<file path="src/rtl/regfile_access_arbiter.sv">
// Two-requester round-robin arbiter that sequences one register-file access
// at a time: IDLE selects and latches a command, ACCESS drives the file, RESP reports.
module regfile_access_arbiter #(
  parameter int unsigned           DATA_W     = 8,
  parameter int unsigned           ADDR_W     = 2,
  parameter logic [ADDR_W-1:0]     RA_ADDR    = 2'b11,
  parameter bit                    PROTECT_RA = 1'b1
) (
  input  logic              clk,
  input  logic              reset,
  input  logic              req0,
  input  logic              we0,
  input  logic [ADDR_W-1:0] addr0,
  input  logic [DATA_W-1:0] wdata0,
  output logic              gnt0,
  output logic              done0,
  output logic [DATA_W-1:0] rdata0,
  input  logic              req1,
  input  logic              we1,
  input  logic [ADDR_W-1:0] addr1,
  input  logic [DATA_W-1:0] wdata1,
  output logic              gnt1,
  output logic              done1,
  output logic [DATA_W-1:0] rdata1,
  output logic [ADDR_W-1:0] rf_addr,
  output logic [DATA_W-1:0] rf_wdata,
  output logic              rf_we,
  input  logic [DATA_W-1:0] rf_rdata,
  output logic              err1
);

  typedef enum logic [1:0] {IDLE, ACCESS, RESP} state_t;

  state_t              state, state_nxt;
  logic                last;
  logic                sel_vld, sel;
  logic                win_p0, we_p0;
  logic [ADDR_W-1:0]   addr_p0;
  logic [DATA_W-1:0]   wdata_p0;
  logic                blocked;

  // A write from the loader port to the return-address register is dropped.
  function automatic logic ra_blocked(input logic win, input logic we,
                                      input logic [ADDR_W-1:0] addr);
    return PROTECT_RA && win && we && (addr == RA_ADDR);
  endfunction

  assign blocked = ra_blocked(win_p0, we_p0, addr_p0);

  // On a tie the requester that was not served last wins.
  always_comb begin
    sel_vld = req0 | req1;
    sel     = 1'b0;
    if (req0 && req1) sel = ~last;
    else if (req1)    sel = 1'b1;
  end

  always_ff @(posedge clk) begin
    if (reset) begin
      state <= IDLE;
      last  <= 1'b1;
    end else begin
      state <= state_nxt;
      if (state == RESP) last <= win_p0;
    end
  end

  always_comb begin
    state_nxt = state;
    unique case (state)
      IDLE:    if (sel_vld) state_nxt = ACCESS;
      ACCESS:  state_nxt = RESP;
      RESP:    state_nxt = IDLE;
      default: state_nxt = IDLE;
    endcase
  end

  // Stage p0: command latched at selection; also drives rf_addr/rf_wdata
  // so they hold steady between accesses.
  always_ff @(posedge clk) begin
    if (reset) begin
      win_p0   <= 1'b0;
      we_p0    <= 1'b0;
      addr_p0  <= '0;
      wdata_p0 <= '0;
    end else if (state == IDLE && sel_vld) begin
      win_p0   <= sel;
      we_p0    <= sel ? we1    : we0;
      addr_p0  <= sel ? addr1  : addr0;
      wdata_p0 <= sel ? wdata1 : wdata0;
    end
  end

  // Result capture at the end of ACCESS; writes echo their data.
  always_ff @(posedge clk) begin
    if (reset) begin
      rdata0 <= '0;
      rdata1 <= '0;
    end else if (state == ACCESS) begin
      if (win_p0) rdata1 <= we_p0 ? wdata_p0 : rf_rdata;
      else        rdata0 <= we_p0 ? wdata_p0 : rf_rdata;
    end
  end

  assign rf_addr  = addr_p0;
  assign rf_wdata = wdata_p0;

  always_comb begin
    gnt0  = 1'b0;
    gnt1  = 1'b0;
    done0 = 1'b0;
    done1 = 1'b0;
    rf_we = 1'b0;
    err1  = 1'b0;
    unique case (state)
      ACCESS: begin
        gnt0  = ~win_p0;
        gnt1  = win_p0;
        rf_we = we_p0 & ~blocked;
      end
      RESP: begin
        done0 = ~win_p0;
        done1 = win_p0;
        err1  = blocked;
      end
      default: ;
    endcase
  end

endmodule

</file>
<file path="config.mk">
export PLATFORM = sky130hd
export DESIGN_NAME = regfile_access_arbiter
export DESIGN_NICKNAME = d
export VERILOG_FILES = /design/src/rtl/regfile_access_arbiter.sv
export SDC_FILE = /design/constraint.sdc
export NUM_CORES = 1
export LEC_CHECK = 0
export BUFFER_PORTS_ARGS = -buffer_cell sky130_fd_sc_hd__clkbuf_2
export CORE_UTILIZATION = 43
export CTS_BUF_LIST = sky130_fd_sc_hd__clkbuf_8
export DETAILED_ROUTE_END_ITERATION = 7
export GPL_TIMING_DRIVEN = 0
export PLACE_DENSITY = 0.83
export SLEW_MARGIN = 40
export SYNTH_ARGS = -nofsm -noshare
export SYNTH_HDL_FRONTEND = slang
export SYNTH_SLANG_ARGS = --single-unit
</file>
<file path="constraint.sdc">
create_clock -name clk -period 1.2 [get_ports clk]
set_input_delay 0.12 -clock clk [delete_from_list [all_inputs] [get_ports clk]]
set_output_delay 0.12 -clock clk [all_outputs]
set_load 0.01 [all_outputs]
</file>
==> results of run 1 <==
synth_stat cells:
library cell / count
a211o_1: 1
a211oi_1: 7
a211oi_2: 9
a21bo_2: 1
a21boi_2: 1
a21oi_1: 12
a311oi_1: 11
a31oi_1: 1
and3b_1: 1
and4_1: 1
buf_1: 1
buf_2: 6
buf_6: 2
buf_8: 1
clkbuf_1: 2
dfxtp_1: 31
inv_1: 1
mux2i_1: 8
nand2_1: 23
nand2b_2: 1
nand3b_1: 1
nor2_1: 19
nor2_2: 2
nor3_1: 1
nor3b_1: 1
nor3b_4: 1
o21ai_0: 1
or2_2: 2
through the flow:
step / util / worst slack [ps] / cells
global route: 0.705 / -160 / 276
global placement: 0.581 / -94.9 / 258
floorplan: - / 20.4 / 149
finish: 0.705 / -110 / 276
detailed placement: 0.581 / -125 / 258
CTS: 0.646 / -108 / 272
registers in the layout (all words and copies together) (netlist names):
name and cells:
last 1, we_p0 1, state 2, rf_addr 2, rdata0 8, rf_wdata 8, rdata1 8, win_p0 1
routing by layer:
metal  share of wire  vias to the layer above
met2            0.51                       62
met5               0                        -
met4           0.029                        0
met3           0.053                        8
li1                -                      706
met1            0.41                      666
worst max-delay path, stage by stage (launching register included):
cell and delay [ps]:
dfxtp_4 380, nand3b_1 190, a31oi_2 180, buf_2 160
final cells by class:
class	count	area, sq um	share of cell area
Clock buffer	7	96.3	0.0448
Timing Repair Buffer	78	498	0.231
Buffer	9	65.1	0.0302
Clock inverter	1	3.75	0.00174
Sequential cell	31	633	0.294
Multi-Input combinational cell	105	797	0.370
Tap cell	44	55.1	0.0256
Inverter	1	3.75	0.00174
how the worst max path moves through the flow:
stage,end,slack (ps),cells after the start
floorplan,rf_addr[0],20,4
global placement,rf_wdata[1],-90,4
detailed placement,we_p0,-130,4
CTS,err1,-110,4
global route,err1,-160,4
finish,rf_we,-110,3
timing repair:
item | 4_1_cts | 5_1_grt
pin swaps | 0 | 14
endpoints found under the setup margin | 33 | 31
cloned | 0 | 1
setup buffers | 8 | 4
resized for setup | 20 | 36
power groups by stage:
stage / combinational [mW] / sequential [mW] / clock (mW)
floorplan: 0.299 / 1.23 / 0
global placement: 0.517 / 1.21 / 0
detailed placement: 0.527 / 1.22 / 0
CTS: 0.581 / 1.20 / 0.904
global route: 0.739 / 1.22 / 0.960
finish: 0.680 / 1.21 / 0.889
kinds of logic (layout without fill, tap and decap cells):
group,Yosys count,in the layout,synth area share
AOI/OAI and AO/OA,44,44,0.260
buffers and inverters,13,96,0.0592
DFF,31,31,0.445
muxes,8,8,0.0575
and+or+nand+nor,53,53,0.178
==> impl_metrics.yaml, run 1 <==
timing:
  hold_slack_ps: 78.9
  rsz0062_at_grt: "yes"
  worstMarginPinSlew_ps: 688
  fin_crit_sh: 1.09
  fin_ws_ps: -110
  skew_ps: 2.66
  max_freq_mhz: 763
  maxSlewHeadroom: 0.541
  timing.final.crit_period_ps: 1310
  finalSetupViolCount: 14
  hold_viol: 0
  finalSetupTns_ps: -542
  maxSlewViolCount: 0
critical_path:
  timing.rr.start: "state[1]"
  cp-start-kind: "flip-flop"
  r2r_end: "rf_wdata[3]"
  cp.required_ps: 1080
  crit_start: "state[1]"
  rrSetupSlack_ps: -30
  crit_fanout: 7
  setup.worst_path.end_class: "primary output"
  path_class: "reg2out"
  arrival_ps: 1190
  rr_worst_depth: 4
placed_design:
  dpl-instance-area_sq_mm: 0.00177
  hpwl_mm: 2.58
  portBuffers: 65
  gp_congestion: 0.770
power_and_ir_drop:
  power_frac_seq: 0.435
  power_frac_comb: 0.245
  sw_frac_of_total: 0.292
  clkPwrFrac: 0.320
  p_sw_uw: 811
  leakage_nw: 0.934
  power_mw: 2.78
  internal-power_mw: 1.97
  p_per_area_mw_per_mm2: 1290
  peakVddDrop_mv: 0.647
synthesis:
  synthCells: 149
  synth_nets: 183
  synth_top_area_share: 0.445
  ys_warn_count: 0
  ys_seq_elements: 31
  synth_area_leaders: "dfxtp_1 (45%), a211oi_2 (8.1%), a311oi_1 (6.9%)"
  synth_area_sq_mm: 0.00139
  synth_top_area_cell: "dfxtp_1"
  ys_seq_area_frac: 0.445
  synth_cell_types: 28
  syn_area_per_cell_sq_um: 9.35
hold_path:
  hold_depth: 3
  hold_path.class: "in2reg"
  min_to: "rf_wdata[0]"
  min_from: "wdata0[0]"
cts:
  cts_hold_buf: 0
  cts_tree: "yes"
  cts_buffers: 5
  cts.sinks: 31
  htreeDepth: 2
  clock_latency_ps: 280
  cts_buffer_depth: 2
  clk_pin_slew_ps: 60
  cts_root_buf: "clkbuf_8"
global_routing:
  grt_pass1_wl_mm: 5.89
  overflow: 0
  grt.met1_usage: 0.267
  met2_usage: 0.381
  busiest_layer: "met2"
  grt_max_degree: 12
  grt.total_usage: 0.237
  grt_pass1_vias: 1332
  antenna_found_initial: 0
  use_met3: 0.0703
cells_and_area:
  final_area_sq_mm: 0.00215
  diodes: 0
  layout_common_cells: "clkbuf_2 (59), dfxtp_1 (27), nand2_1 (23)"
  area_growth_pct: 54.4
  layout.nets: 265
  fillers: 248
  final_common_cell: "clkbuf_2"
  layout-drive-gt1-share: 0.552
detailed_routing:
  drtPass1Iterations: 4
  drtIter0Drc: 56
  viasPerCell: 5.22
  drc: 0
  routed_wirelength_mm: 3.97
  wl_per_cell_um: 14.4
  vias: 1442
  ant_nets: 0
floorplan:
  io_pins: 66
  die_y_um: 58.9
  die_w_um: 58.9
  fp-row-count: 20
  core_area_sq_mm: 0.00305
  fp.dieArea_sq_mm: 0.00347
  start_util: 0.457
run_status:
  violations: "setup timing"
  status: "finished with violations"
run:
  drv_cap: 0
Power figures use the tool's default switching activity.
==> run 2: changes to the inputs <==
--- a/config.mk
+++ b/config.mk
@@ -13,3 +13,3 @@
 export PLACE_DENSITY = 0.83
-export SLEW_MARGIN = 40
+export SLEW_MARGIN = 0
 export SYNTH_ARGS = -nofsm -noshare
==> constraint.sdc (replaced) <==
create_clock -name clk -period 1.2 [get_ports clk]
set_input_delay 0.06 -clock clk [delete_from_list [all_inputs] [get_ports clk]]
set_output_delay 0.06 -clock clk [all_outputs]
set_load 0.01 [all_outputs]
==> impl_metrics.yaml, run 2 (synthesis results as in run 1) <==
run_status:
  status: "finished with violations"
  violations: "setup timing"
critical_path:
  arrival_ps: 1200
  path_cells: "nand3b_1 -> a31oi_2 -> buf_2"
  rrSetupSlack_ps: -20
  setup.worst_path.end_class: "primary output"
  rr_worst_depth: 4
  crit_slowest_cell: "dfxtp_4"
  timing.rr.start: "state[1]"
  slowest_delay_ps: 380
  path_class: "reg2out"
  worstSetupEndpoint: "rf_we"
  crit_start: "state[1]"
  cp-start-kind: "flip-flop"
  r2r_end: "we_p0"
  cp.required_ps: 1140
  crit_fanout: 7
cells_and_area:
  fin_cells: 276
  layout.nets: 265
  diodes: 0
  layout-drive-gt1-share: 0.530
  fillers: 264
  ff_latch_area_sq_um: 633
  layout_common_cells: "clkbuf_2 (59), dfxtp_1 (27), nand2_1 (23)"
  area_growth_pct: 48.7
  multi_input_area_sq_um: 748
  utilization: 0.679
  final_area_sq_mm: 0.00207
  final_common_cell: "clkbuf_2"
power_and_ir_drop:
  power_mw: 2.73
  leakage_nw: 0.919
  peakVddDrop_mv: 0.624
  p_per_area_mw_per_mm2: 1320
timing:
  skew_ps: 1.75
  maxSlewViolCount: 0
  finalSetupTns_ps: -169
  maxSlewHeadroom: 0.598
  timing.final.crit_period_ps: 1260
  hold_slack_ps: 15.3
  hold_viol: 0
  fin_crit_sh: 1.05
  max_freq_mhz: 796
  worstMarginPinSlew_ps: 602
  fin_ws_ps: -56.8
  finalSetupViolCount: 13
  rsz0062_at_grt: "yes"
floorplan:
  fp.dieArea_sq_mm: 0.00347
  die_w_um: 58.9
  core_area_sq_mm: 0.00305
  die_y_um: 58.9
  io_pins: 66
  fp-row-count: 20
  start_util: 0.457
hold_path:
  hold_path.class: "in2reg"
placed_design:
  pre_cts_ws_ps: -125
  place_inst: 258
  dpl-instance-area_sq_mm: 0.00177
  portBuffers: 65
  gp_congestion: 0.770
  hpwl_mm: 2.58
detailed_routing:
  drtIter0Drc: 56
  viasPerCell: 5.14
  wl_per_cell_um: 13.9
  drtPass1Iterations: 4
  vias: 1418
  drc: 0
  ant_nets: 0
  routed_wirelength_mm: 3.83
global_routing:
  grt.total_usage: 0.236
  overflow: 0
  grt_pass1_wl_mm: 5.93
  grt_pass1_vias: 1338
  grt_max_degree: 12
  antenna_found_initial: 0
cts:
  clock_latency_ps: 290
  cts_tree: "yes"
  cts_hold_buf: 0
  cts_buffers: 5
  cts_buffer_depth: 2
  cts_root_buf: "clkbuf_8"
  clk_pin_slew_ps: 60
  htreeDepth: 2
  cts.sinks: 31
run:
  drv_cap: 0
-- run 2: cell count changes in the layout (fill, tap and decap cells not counted), sizes merged --
cell,change
buf,+1
clkbuf,-1
-- run 2: worst min-delay path by stage --
stage | startpoint | depth (start not counted) | slack (ps) | endpoint
detailed placement | reset | 2 | 300 | last
global placement | reset | 2 | 290 | last
floorplan | reset | 1 | 150 | last
global route | wdata0[0] | 3 | 30 | rf_wdata[0]
finish | wdata0[0] | 3 | 20 | rf_wdata[0]
CTS | reset | 2 | 5 | last
-- run 2: critical path, delay by kind of cell (launching register included) --
family | cells | cell delay, ps
AOI/OAI and AO/OA | 1 | 180
buffers and inverters | 1 | 160
DFF | 1 | 380
and+or+nand+nor | 1 | 190
-- run 2: layout make-up --
class | count | share of cell area
multi-input cells | 105 | 0.361
flip-flops and latches | 31 | 0.305
repair buffers | 78 | 0.224
clock buffers | 7 | 0.0465
plain buffers | 9 | 0.0332
well taps | 44 | 0.0266
clock inverters | 1 | 0.00181
inverters | 1 | 0.00181
-- run 2: where the power goes --
| part | total [mW] | leakage [nW] | internal [mW] | switching, mW |
|---|---|---|---|---|
| Clock | 0.890 | 0.0557 | 0.514 | 0.376 |
| Sequential | 1.20 | 0.257 | 1.12 | 0.0842 |
| Combinational | 0.637 | 0.606 | 0.313 | 0.324 |
| Total | 2.73 | 0.919 | 1.95 | 0.784 |
-- run 2: metal layers --
layer,track usage,up-vias,wire (um)
met5,0,-,0
met4,0.156,0,86
met3,0.0418,8,209
met2,0.398,58,1990
met1,0.274,646,1540
li1,-,706,-
-- run 2: repair_timing --
action,4_1_cts,5_1_grt
endpoints found under the setup margin,32,31
pin swaps,0,7
setup buffers,11,2
gates resized for setup,18,27
==> run 3: changes to the inputs <==
- CORE_ASPECT_RATIO: default -> 1.25
- CORE_UTILIZATION: 43 -> 41
- CTS_BUF_LIST: sky130_fd_sc_hd__clkbuf_8 -> sky130_fd_sc_hd__clkbuf_16
- PLACE_DENSITY: 0.83 -> 0.8
==> impl_metrics.yaml, run 3 (synthesis results as in run 1) <==
timing:
  maxSlewHeadroom: 0.572
  maxSlewViolCount: 0
  finalSetupViolCount: 1
  finalSetupTns_ps: -38.2
  timing.final.crit_period_ps: 1240
  max_freq_mhz: 808
  hold_viol: 0
  fin_ws_ps: -38.2
  worstMarginPinSlew_ps: 641
  rsz0062_at_grt: "yes"
  fin_crit_sh: 1.03
  skew_ps: 3.27
cells_and_area:
  layout-drive-gt1-share: 0.538
  utilization: 0.664
  diodes: 0
  final_common_cell: "clkbuf_2"
  layout.nets: 267
  fillers: 267
  area_growth_pct: 53.6
  layout_common_cells: "clkbuf_2 (60), dfxtp_1 (27), nand2_1 (23)"
global_routing:
  grt_max_degree: 13
  grt_pass1_wl_mm: 5.61
  grt.total_usage: 0.215
  grt_pass1_vias: 1243
  antenna_found_initial: 0
  overflow: 0
floorplan:
  io_pins: 66
  fp-row-count: 23
  core_area_sq_mm: 0.00322
  die_w_um: 54.2
  fp.dieArea_sq_mm: 0.00364
  die_y_um: 67.2
  start_util: 0.432
critical_path:
  arrival_ps: 1180
  path_class: "reg2out"
  crit_fanout: 7
  cp-start-kind: "flip-flop"
  setup.worst_path.end_class: "primary output"
  cp.required_ps: 1140
  rr_worst_depth: 4
detailed_routing:
  viasPerCell: 5.16
  drc: 0
  ant_nets: 0
  routed_wirelength_mm: 3.74
  drtIter0Drc: 23
  vias: 1398
  wl_per_cell_um: 13.8
  drtPass1Iterations: 4
power_and_ir_drop:
  clkPwrFrac: 0.435
  p_per_area_mw_per_mm2: 1510
  peakVddDrop_mv: 1.30
  power_frac_comb: 0.195
  p_sw_uw: 840
  power_mw: 3.24
  power_frac_seq: 0.370
  sw_frac_of_total: 0.260
  leakage_nw: 0.954
  internal-power_mw: 2.40
cts:
  cts.sinks: 31
  htreeDepth: 2
  cts_buffer_depth: 2
  cts_buffers: 5
  cts_tree: "yes"
  cts_root_buf: "clkbuf_16"
  clock_latency_ps: 280
  clk_pin_slew_ps: 50
  cts_hold_buf: 0
run:
  drv_cap: 0
run_status:
  status: "finished with violations"
  violations: "setup timing"
hold_path:
  hold_depth: 3
  hold_path.class: "in2reg"
placed_design:
  portBuffers: 65
  gp_congestion: 0.786
  hpwl_mm: 2.58
run 3: timing repair:
item                       4_1_cts  5_1_grt
gates cloned                     1        1
pin swaps                        2        4
setup endpoints to repair       32       26
buffers inserted                 8        3
hold endpoints to repair         0        0
gates resized for setup         16       23
run 3: cell type report:
type / instances / area [sq um] / share of cell area
plain buffers: 11 / 77.6 / 0.0362
clock buffers: 5 / 125 / 0.0584
clock inverters: 3 / 38.8 / 0.0181
inverters: 1 / 3.75 / 0.00175
multi-input cells: 105 / 743 / 0.347
flip-flops and latches: 31 / 633 / 0.296
well taps: 37 / 46.3 / 0.0216
repair buffers: 78 / 473 / 0.221
run 3: through the flow:
stage          cell area (sq um)  std cells  worst slack, ps  hold slack (ps)
6_report                    2140        271            -38.2             27.3
3_5_place_dp                1770        251             -114              298
5_1_grt                     2140        271            -77.7             33.3
3_3_place_gp                1770        251             -105              299
4_1_cts                     2030        267            -62.6             19.1
2_1_floorplan               1390        149             20.4              154
run 3: final timing paths:
check                 start           to  slack (ps)
setup / recovery   state[0]         err1         -40
hold / removal    wdata0[7]  rf_wdata[7]          30
setup reg to reg   state[0]  rf_wdata[1]          10
hold reg to reg   rdata0[7]    rdata0[7]         500
run 3: per-layer routing:
| metal | global-route usage | part of all wire |
|---|---|---|
| met1 | 0.252 | 0.41 |
| met2 | 0.346 | 0.50 |
| met3 | 0.0856 | 0.081 |
| met4 | 0.0769 | 0.010 |
| met5 | 0 | 0 |
run 3: worst max-delay path, stage by stage (launching register included):
cell      delay, ps
dfxtp_4         360
nand2b_4        150
nor2_4           80
and4_1          190
buf_2           130
run 3: power groups by stage:
stage	registers [mW]	clock network [mW]	logic, mW
global placement	1.21	0	0.519
detailed placement	1.21	0	0.527
finish	1.20	1.41	0.632
CTS	1.19	1.43	0.582
global route	1.21	1.47	0.687
floorplan	1.23	0	0.299
